--- config.mk ---
export PLATFORM = sky130hd
export DESIGN_NAME = pcm_stream_sched
export DESIGN_NICKNAME = d
export VERILOG_FILES = /design/src/rtl/pcm_pkg.sv /design/src/rtl/pcm_sync_fifo.sv /design/src/rtl/pcm_stream_sched.sv
export SDC_FILE = /design/constraint.sdc
export NUM_CORES = 1
export LEC_CHECK = 0
export BUFFER_PORTS_ARGS = -buffer_cell sky130_fd_sc_hd__buf_2
export CORE_UTILIZATION = 51
export CTS_CLUSTER_SIZE = 28
export DETAILED_ROUTE_END_ITERATION = 12
export PLACE_DENSITY = 0.82
export SLEW_MARGIN = 20
export SYNTH_ARGS = -nofsm -noshare
export SYNTH_HDL_FRONTEND = slang
export SYNTH_SLANG_ARGS = --single-unit
--- constraint.sdc ---
create_clock -name clk -period 11.05 [get_ports clk]
set_clock_uncertainty 0.2 [all_clocks]
set_input_delay 2.21 -clock clk [delete_from_list [all_inputs] [get_ports clk]]
set_output_delay 2.21 -clock clk [all_outputs]
set_load 0.01 [all_outputs]
--- src/rtl/pcm_pkg.sv ---
// pcm_pkg: shared types and widths for the PCM read scheduler.
//   pcm_sched_state_t : scheduler FSM state encoding
//   PCM_ADDR_W        : SDRAM word-address width
//   PCM_DATA_W        : PCM sample width
package pcm_pkg;

   localparam int PCM_ADDR_W = 25;
   localparam int PCM_DATA_W = 16;

   typedef enum logic [2:0] {
      S_IDLE,
      S_ISSUE,
      S_WAIT_AC,
      S_DRAIN,
      S_DONE
   } pcm_sched_state_t;

endpackage

--- src/rtl/pcm_sync_fifo.sv ---
// pcm_sync_fifo: synchronous FIFO used as the PCM prefetch buffer.
// Ports:
//   clk       in   clock
//   clear_n   in   synchronous active-low clear (pointers and count)
//   push      in   write push_data (ignored when full unless popping)
//   push_data in   WIDTH write data
//   pop       in   drop head entry (ignored when empty)
//   head      out  WIDTH oldest entry, valid when count != 0
//   count     out  number of stored entries, 0..DEPTH
module pcm_sync_fifo #(
   parameter int DEPTH = 8,
   parameter int WIDTH = 16
) (
   input  logic                     clk,
   input  logic                     clear_n,
   input  logic                     push,
   input  logic [WIDTH-1:0]         push_data,
   input  logic                     pop,
   output logic [WIDTH-1:0]         head,
   output logic [$clog2(DEPTH):0]   count
);

   localparam int PTR_W = $clog2(DEPTH);

   logic [WIDTH-1:0] mem [DEPTH];
   logic [PTR_W-1:0] wr_ptr;
   logic [PTR_W-1:0] rd_ptr;
   logic [PTR_W:0]   count_q;
   logic             do_push;
   logic             do_pop;

   // A push into a full FIFO is legal when a pop retires the head in the
   // same cycle; with full pointers equal, the head is read before the write.
   assign do_pop  = pop && (count_q != '0);
   assign do_push = push && ((count_q != (PTR_W+1)'(DEPTH)) || do_pop);
   assign head    = mem[rd_ptr];
   assign count   = count_q;

   always_ff @(posedge clk) begin
      if (do_push) begin
         mem[wr_ptr] <= push_data;
      end
   end

   always_ff @(posedge clk) begin
      if (!clear_n) begin
         wr_ptr  <= '0;
         rd_ptr  <= '0;
         count_q <= '0;
      end else begin
         if (do_push) wr_ptr <= wr_ptr + PTR_W'(1);
         if (do_pop)  rd_ptr <= rd_ptr + PTR_W'(1);
         case ({do_push, do_pop})
            2'b10:   count_q <= count_q + (PTR_W+1)'(1);
            2'b01:   count_q <= count_q - (PTR_W+1)'(1);
            default: count_q <= count_q;
         endcase
      end
   end

endmodule

--- src/rtl/pcm_stream_sched.sv ---
// pcm_stream_sched: fetches a block of PCM words from the SDRAM arbiter's
// audio read port into a prefetch FIFO and serves one word per I2S request.
// Optional build macro PCM_LOOP_EN adds the 'loop' input for continuous
// replay of the block.
// Ports:
//   clk, reset (sync, active low)
//   start, base_addr, length          playback command (accepted in IDLE)
//   loop                              replay block at its end (PCM_LOOP_EN only)
//   sdram_wait, sdram_rd, sdram_addr  read request handshake
//   sdram_ac, sdram_data              read acknowledge and data
//   sample_req                        I2S word request
//   sample_data, sample_valid         word delivered one cycle after request
//   busy, done, underrun              status
//
// state     | meaning
// ----------+----------------------------------------------------------
// S_IDLE    | waiting for start
// S_ISSUE   | ready to request next word once FIFO space and grant exist
// S_WAIT_AC | read outstanding, waiting for acknowledge
// S_DRAIN   | all words fetched, waiting for FIFO to be consumed
// S_DONE    | done pulse, back to idle
module pcm_stream_sched
   import pcm_pkg::*;
#(
   parameter int ADDR_W     = PCM_ADDR_W,
   parameter int DATA_W     = PCM_DATA_W,
   parameter int FIFO_DEPTH = 8
) (
   input  logic              clk,
   input  logic              reset,
   input  logic              start,
`ifdef PCM_LOOP_EN
   input  logic              loop,
`endif
   input  logic [ADDR_W-1:0] base_addr,
   input  logic [ADDR_W-1:0] length,
   input  logic              sdram_wait,
   output logic              sdram_rd,
   output logic [ADDR_W-1:0] sdram_addr,
   input  logic              sdram_ac,
   input  logic [DATA_W-1:0] sdram_data,
   input  logic              sample_req,
   output logic [DATA_W-1:0] sample_data,
   output logic              sample_valid,
   output logic              busy,
   output logic              done,
   output logic              underrun
);

   localparam int CNT_W = $clog2(FIFO_DEPTH) + 1;

   pcm_sched_state_t  state_q;
   logic [ADDR_W-1:0] addr_q;
   logic [ADDR_W-1:0] remaining_q;
   logic              rd_q;
   logic              busy_q;
   logic              done_q;
   logic              underrun_q;
   logic              sample_valid_q;
   logic [DATA_W-1:0] sample_data_q;

   logic [CNT_W-1:0]  fifo_count;
   logic [DATA_W-1:0] fifo_head;
   logic              fifo_empty;
   logic              fifo_push;
   logic              fifo_pop;
   logic              last_word;
   logic              loop_now;

`ifdef PCM_LOOP_EN
   logic [ADDR_W-1:0] base_q;
   logic [ADDR_W-1:0] len_q;
   assign loop_now = loop;
`else
   assign loop_now = 1'b0;
`endif

   assign fifo_empty = (fifo_count == '0);
   assign fifo_push  = (state_q == S_WAIT_AC) && sdram_ac;
   assign fifo_pop   = sample_req && !fifo_empty;
   assign last_word  = (remaining_q == ADDR_W'(1));

   // The arbiter may withdraw its grant at any time; the request must fall
   // in that same cycle, so the registered request is gated by sdram_wait.
   assign sdram_rd     = rd_q && !sdram_wait;
   assign sdram_addr   = addr_q;
   assign sample_data  = sample_data_q;
   assign sample_valid = sample_valid_q;
   assign busy         = busy_q;
   assign done         = done_q;
   assign underrun     = underrun_q;

   pcm_sync_fifo #(
      .DEPTH (FIFO_DEPTH),
      .WIDTH (DATA_W)
   ) u_fifo (
      .clk       (clk),
      .clear_n   (reset),
      .push      (fifo_push),
      .push_data (sdram_data),
      .pop       (fifo_pop),
      .head      (fifo_head),
      .count     (fifo_count)
   );

   always_ff @(posedge clk) begin
      if (!reset) begin
         state_q        <= S_IDLE;
         addr_q         <= '0;
         remaining_q    <= '0;
         rd_q           <= 1'b0;
         busy_q         <= 1'b0;
         done_q         <= 1'b0;
         underrun_q     <= 1'b0;
         sample_valid_q <= 1'b0;
         sample_data_q  <= '0;
`ifdef PCM_LOOP_EN
         base_q         <= '0;
         len_q          <= '0;
`endif
      end else begin
         done_q         <= 1'b0;
         underrun_q     <= 1'b0;
         sample_valid_q <= sample_req;

         if (sample_req) begin
            if (!fifo_empty) begin
               sample_data_q <= fifo_head;
            end else begin
               sample_data_q <= '0;
               underrun_q    <= busy_q;
            end
         end

         case (state_q)
            S_IDLE: begin
               if (start) begin
                  addr_q      <= base_addr;
                  remaining_q <= length;
`ifdef PCM_LOOP_EN
                  base_q      <= base_addr;
                  len_q       <= length;
`endif
                  if (length == '0) begin
                     state_q <= S_DONE;
                     done_q  <= 1'b1;
                  end else begin
                     state_q <= S_ISSUE;
                     busy_q  <= 1'b1;
                  end
               end
            end
            // Only one read is ever outstanding and it only exists in
            // S_WAIT_AC, so here the FIFO count alone bounds the fill.
            S_ISSUE: begin
               if (!sdram_wait && (fifo_count < CNT_W'(FIFO_DEPTH))) begin
                  rd_q    <= 1'b1;
                  state_q <= S_WAIT_AC;
               end
            end
            S_WAIT_AC: begin
               if (sdram_ac) begin
                  rd_q        <= 1'b0;
                  addr_q      <= addr_q + ADDR_W'(1);
                  remaining_q <= remaining_q - ADDR_W'(1);
                  if (!last_word) begin
                     state_q <= S_ISSUE;
                  end else if (loop_now) begin
`ifdef PCM_LOOP_EN
                     addr_q      <= base_q;
                     remaining_q <= len_q;
`endif
                     state_q <= S_ISSUE;
                  end else begin
                     state_q <= S_DRAIN;
                  end
               end else if (sdram_wait) begin
                  // Grant lost before acknowledge: retry the same address.
                  rd_q    <= 1'b0;
                  state_q <= S_ISSUE;
               end
            end
            S_DRAIN: begin
               if (fifo_empty) begin
                  state_q <= S_DONE;
                  done_q  <= 1'b1;
                  busy_q  <= 1'b0;
               end
            end
            S_DONE: begin
               state_q <= S_IDLE;
            end
            default: begin
               state_q <= S_IDLE;
            end
         endcase
      end
   end

endmodule

# [Word level (Yosys, flattened, before mapping)]
# Memory sizes are Yosys's and may differ from the RTL's. A register that Yosys moved wholly into a read port is not among the register bits.
# Cells that the tools add are included.
[op_classes] mux=32 bitwise=0 div_mod_pow=0 n_reduce_logical=22 multipliers=0 n_addsub=6 n_lt_le_gt_ge=1 shift=0 n_eq_ne=13
[ops] operator="$mux 25" n=4
[ops] operator="$pmux 25 s2" n=2
[ops] operator="$add 25x1->25 const B" n=1
[ops] operator="$eq 25x1->1 const B" n=1
[ops] operator="$logic_not 25->1" n=1
[ops] operator="$sub 25x1->25 const B" n=1
[ops] operator="$mux 3" n=8
[ops] operator="$mux 16" n=1
[ops] operator="$pmux 3 s4" n=1
[ops] operator="$mux 1" n=11
[ops] operator="$ne 2x2->1 const B" n=5
[ops] operator="$reduce_and 3->1" n=3
[ops] operator="$pmux 4 s2" n=1
[ops] operator="$reduce_and 4->1" n=2
[ops] operator="$reduce_bool 2->1" n=4
[ops] operator="$add 3x1->3 const B" n=2
[ops] operator="$eq 3x2->1 const B" n=2
[ops] operator="$logic_and 1x1->1" n=6
[ops] operator="$pmux 1 s2" n=3
[ops] operator="$add 4x1->4 const B" n=1
[ops] operator="$logic_not 4->1" n=1
[ops] operator="$lt 4x4->1 const B" n=1
[ops] operator="$ne 4x4->1 const B" n=1
[ops] operator="$reduce_bool 4->1" n=1
[ops] operator="other kinds (9)" n=10
[word_totals] out_inout_bits=46 n_memories=1 mem_bits_ro=0 mem_bits_rw=128 latchBits=0 regBits=84 elab_cells=87
[memory_table] memory="u_fifo.mem" depth=8 width=16 read_ports=1 rd_clocked_by_memory_dff=1 wr=1 line_no="pcm_sync_fifo.sv:25" source="logic [WIDTH-1:0] mem [DEPTH];"

# [Depth between registers and ports, before layout]
[logic_depth] depth_word=8 ltp_mapped=8 mapped_depth_nobuf=7

# [Hierarchy]
# Synthesis repeated with hierarchy kept, for this count alone.
[unflattened] hier_cells=840 area_unflattened_um2=9903.2
[by_module_without_submodules] module="pcm_sync_fifo" n_inst=1 cells_each=261 area_each_um2=5617.9
[by_module_without_submodules] module="pcm_stream_sched" n_inst=1 cells_each=579 area_each_um2=4285.4

# [Worst setup path after synthesis]
# Ideal clock, no wire load.
[synth_path] path_kind="in2reg" start="input port sdram_ac" end="memory u_fifo.mem[0][0], enable pin" arrival_time_ps=4625 path_buffers=0 required_time_ps=10419 path_stages=3 setup_slack_ps=5794 path_cell_list="nor4bb_1 o21ai_1 nor4_1"
[synth_between] elab_chain_cells=4
[synth_rtl] item="start: declaration" line_no="pcm_stream_sched.sv:40" source="input logic sdram_ac,"
[synth_rtl] item="$logic_and 1x1->1" line_no="pcm_stream_sched.sv:79" source="assign fifo_push = (state_q == S_WAIT_AC) && sdram_ac;"
[synth_rtl] item="$logic_and 1x1->1" line_no="pcm_sync_fifo.sv:35" source="assign do_push = push && ((count_q != (PTR_W+1)'(DEPTH)) || do_pop);"
[synth_rtl] item="$mux 1" line_no="pcm_sync_fifo.sv:40" source="if (do_push) begin"
[synth_rtl] item="$mux 1 (not written as such)" line_no="pcm_sync_fifo.sv:41" source="mem[wr_ptr] <= push_data;"
[synth_rtl] item="end: declaration" line_no="pcm_sync_fifo.sv:25"
# No other way between the ends.

# [Worst setup path in the final report]
[layout_path] start="input port sdram_wait" end="output port sdram_rd"
[layout_between] elab_chain_cells=2
[layout_rtl] item="start: declaration" line_no="pcm_stream_sched.sv:37" source="input logic sdram_wait,"
[layout_rtl] item="$logic_not 1->1" line_no="pcm_stream_sched.sv:85" source="assign sdram_rd = rd_q && !sdram_wait;"
[layout_rtl] item="$logic_and 1x1->1" line_no="pcm_stream_sched.sv:85"
[layout_rtl] item="end: declaration" line_no="pcm_stream_sched.sv:38" source="output logic sdram_rd,"
# No other way between the ends.

==> results.sh <==
export IMPL_status="complete, but fails checks"
export IMPL_violations="design-rule violations"
export IMPL_rsz0062_at_grt="no"
export IMPL_post_place_ws_ns=6.07
export IMPL_drc_errors=4
export IMPL_power_frac_seq=0.442
export IMPL_dpl_instance_area_mm2=0.0105
export IMPL_tritoncts="built"
export IMPL_async_flop_share=0
export IMPL_io_pins=118
export IMPL_clk_latency_ns=0.51
export IMPL_fillers=1327
export IMPL_arrival_ns=2.56
export IMPL_p_sw_frac=0.277
export IMPL_grt_usage=0.248
export IMPL_path_class="in2out"
export IMPL_final_cell_area_mm2=0.0113
export IMPL_synth_area_mm2=0.00960
export IMPL_leakagePower_nw=3.97
export IMPL_finalMaxSlewViolations=0
export IMPL_grt_busiest_layer="met2"
export IMPL_vias=7373
export IMPL_setup_ws_ns=6.08
export IMPL_grtUsageMet3=0.0439
export IMPL_ys_warn_count=0
export IMPL_fp_row_count=49
export IMPL_layout_drive_gt1_share=0.253
export IMPL_multi_input_area_mm2=0.00380
export IMPL_fin_cells=1155
export IMPL_synth_cell_types=74
export IMPL_drv_cap=0
export IMPL_grtUsageMet2=0.407
export IMPL_met1_usage=0.328
export IMPL_syn_avg_cell_area_um2=12.0
export IMPL_grt_overflow=0
export IMPL_num_antenna_cells=0
export IMPL_ctsResizeCount=0
export IMPL_wire_per_inst_um=20.8
export IMPL_cts_hold_buf=0
export IMPL_wl_mm=24.0
export IMPL_grt_max_degree=58
export IMPL_layout_common_cells="edfxtp_1, buf_2, dfxtp_1"
export IMPL_finalHoldViolCount=0
export IMPL_post_route_min_period_ns=4.97
export IMPL_grt_pass1_vias=6900
export IMPL_place_inst=1113
export IMPL_fp_coreArea_mm2=0.0182
export IMPL_drt_initial_drc_count=713
export IMPL_routed_via_density=6.38
export IMPL_seq_area_frac_synth=0.582
export IMPL_slew_headroom=0.238
export IMPL_cts_sinks=215
export IMPL_crit_slowest_cell="buf_2"
export IMPL_pwr_share_comb=0.191
export IMPL_die_area_mm2=0.0194
export IMPL_antenna_found_initial=0
export IMPL_synth_edf_count=128
export IMPL_gp_congestion=0.935
export IMPL_antenna_left=0
export IMPL_cellPowerDensity_mw_per_mm2=191
export IMPL_dominantRegCellSynth="edfxtp_1"
export IMPL_io_buffer_count=117
export IMPL_pwr_share_clk=0.367
export IMPL_max_clock_freq_mhz=201
export IMPL_dp_hpwl_mm=14.9
export IMPL_dieWidth_um=139
export IMPL_period_share=0.450
export IMPL_cts_buffers=23
export IMPL_totalNegativeSetupSlack_ns=0
export IMPL_first_pass_iters=11
export IMPL_finalSetupViolations=0
export IMPL_area_delta_synth_final_pct=17.3
export IMPL_end_kind="primary output"
export IMPL_worst_pin_slew_ns=1.14
export IMPL_clk_path_buf_depth=3
export IMPL_final_common_cell="edfxtp_1"
export IMPL_clockRootBuffer="clkbuf_16"
export IMPL_cts_htree_levels=1
export IMPL_ff_latch_area_mm2=0.00559
export IMPL_worstPathMaxFanout=6
export IMPL_clk_pin_slew_worst_paths_ns=0.06
export IMPL_synth_fp_nets=879
export IMPL_power_mw=2.15
export IMPL_nets=989
export IMPL_start_util=0.527
export IMPL_required_ns=8.64
export IMPL_cp_slowest_stage_delay_ns=0.13
export IMPL_synth_seq_cells=215
export IMPL_die_h_um=139
export IMPL_ir_drop_uv=161
export IMPL_critPathMostFrequentCell="buf_2"
export IMPL_p_int_mw=1.55
export IMPL_grt_pass1_wl_mm=37.7
export IMPL_switchingPower_mw=0.594
export IMPL_hold_class="reg2reg"
export IMPL_critPathLaunchType="primary input"
export IMPL_post_cts_setup_buffers=0
export IMPL_crit_chain="buf_2 -> nor2b_1 -> buf_2"
export IMPL_netlist_instances=799
sequential cells by signal, indices dropped and copies added (netlist names), named ones only:
| register | cells |
|---|---|
| remaining_q | 25 |
| u_fifo.rd_ptr | 3 |
| state_q | 3 |
| busy | 1 |
| sample_data | 16 |
| u_fifo.count | 4 |
| underrun | 1 |
| done | 1 |
| sdram_addr | 25 |
| rd_q | 1 |
| u_fifo.wr_ptr | 3 |
| u_fifo.mem | 128 |
| sample_valid | 1 |
metrics by stage:
step                hold WS [ns]   util
finish                     0.247  0.618
global route               0.280  0.618
CTS                        0.251  0.618
detailed placement         0.237  0.575
global placement           0.229  0.575
floorplan                  0.250      -
cell type report:
type                    instances  share of cell area
clock buffers                  32              0.0577
clock inverters                10              0.0122
inverters                      16             0.00534
multi-input cells             517               0.338
flip-flops and latches        215               0.497
well taps                     229              0.0255
repair buffers                136              0.0647
cell usage after synthesis, drive strengths merged, types with 5 or more instances:
library cell    n  area, µm²
a211oi          6       45.0
a21oi          35        175
a221oi          5       50.0
a311oi         10       87.6
a31oi          10       62.6
and2           10       62.6
and3            8       50.1
and4            6       52.6
buf            10       38.8
clkbuf         41        154
dfxtp          87       1740
edfxtp        128       3840
ha              7       87.6
inv            16       60.1
mux2i          23        230
mux4           32        721
nand2          53        199
nand2b          5       31.3
nand3          23        115
nand4          20        125
nor2           53        199
nor3           30        150
nor4           15       93.8
o21ai          52        260
o221a           5       56.3
o22ai           6       37.5
o32ai           5       43.8
or3             9       57.6
or4            11       91.3
path summary, 6_finish.rpt:
check	startpoint	to	slack [ns]	depth (start not counted)
worst max-delay path	sdram_wait	sdram_rd	6.08	3
worst min-delay path	sample_data[2]	sample_data[2]	0.25	2
worst max register to register	state_q[1]	u_fifo.mem[6][13]	8.00	5
worst min register to register	sample_data[2]	sample_data[2]	0.25	2
power groups by stage:
stage | combinational, mW | sequential, mW | clock [mW]
after floorplan | 0.288 | 0.956 | 0
after global placement | 0.398 | 0.960 | 0
after detailed placement | 0.407 | 0.962 | 0
after CTS | 0.409 | 0.947 | 0.797
after global routing | 0.450 | 0.955 | 0.828
final | 0.410 | 0.949 | 0.787
logic make-up after synthesis:
family / share of synthesized area
and+or+nand+nor: 0.145
AOI/OAI and AO/OA: 0.131
xor gates and xnor gates: 0.00456
buffers and inverters: 0.0263
adders and majority gates: 0.0112
DFF: 0.582
muxes: 0.100
critical path, delay by kind of cell:
| family | cells | cell delay [ns] |
|---|---|---|
| simple gates | 1 | 0.09 |
| buf+inv | 2 | 0.26 |
metal layers:
metal | vias up | wire length, µm
met5 | - | 0
met3 | 55 | 1740
met2 | 339 | 11600
met4 | 0 | 831
met1 | 3597 | 9800
li1 | 3382 | -
Note: power is estimated with default switching activity, not from simulation.
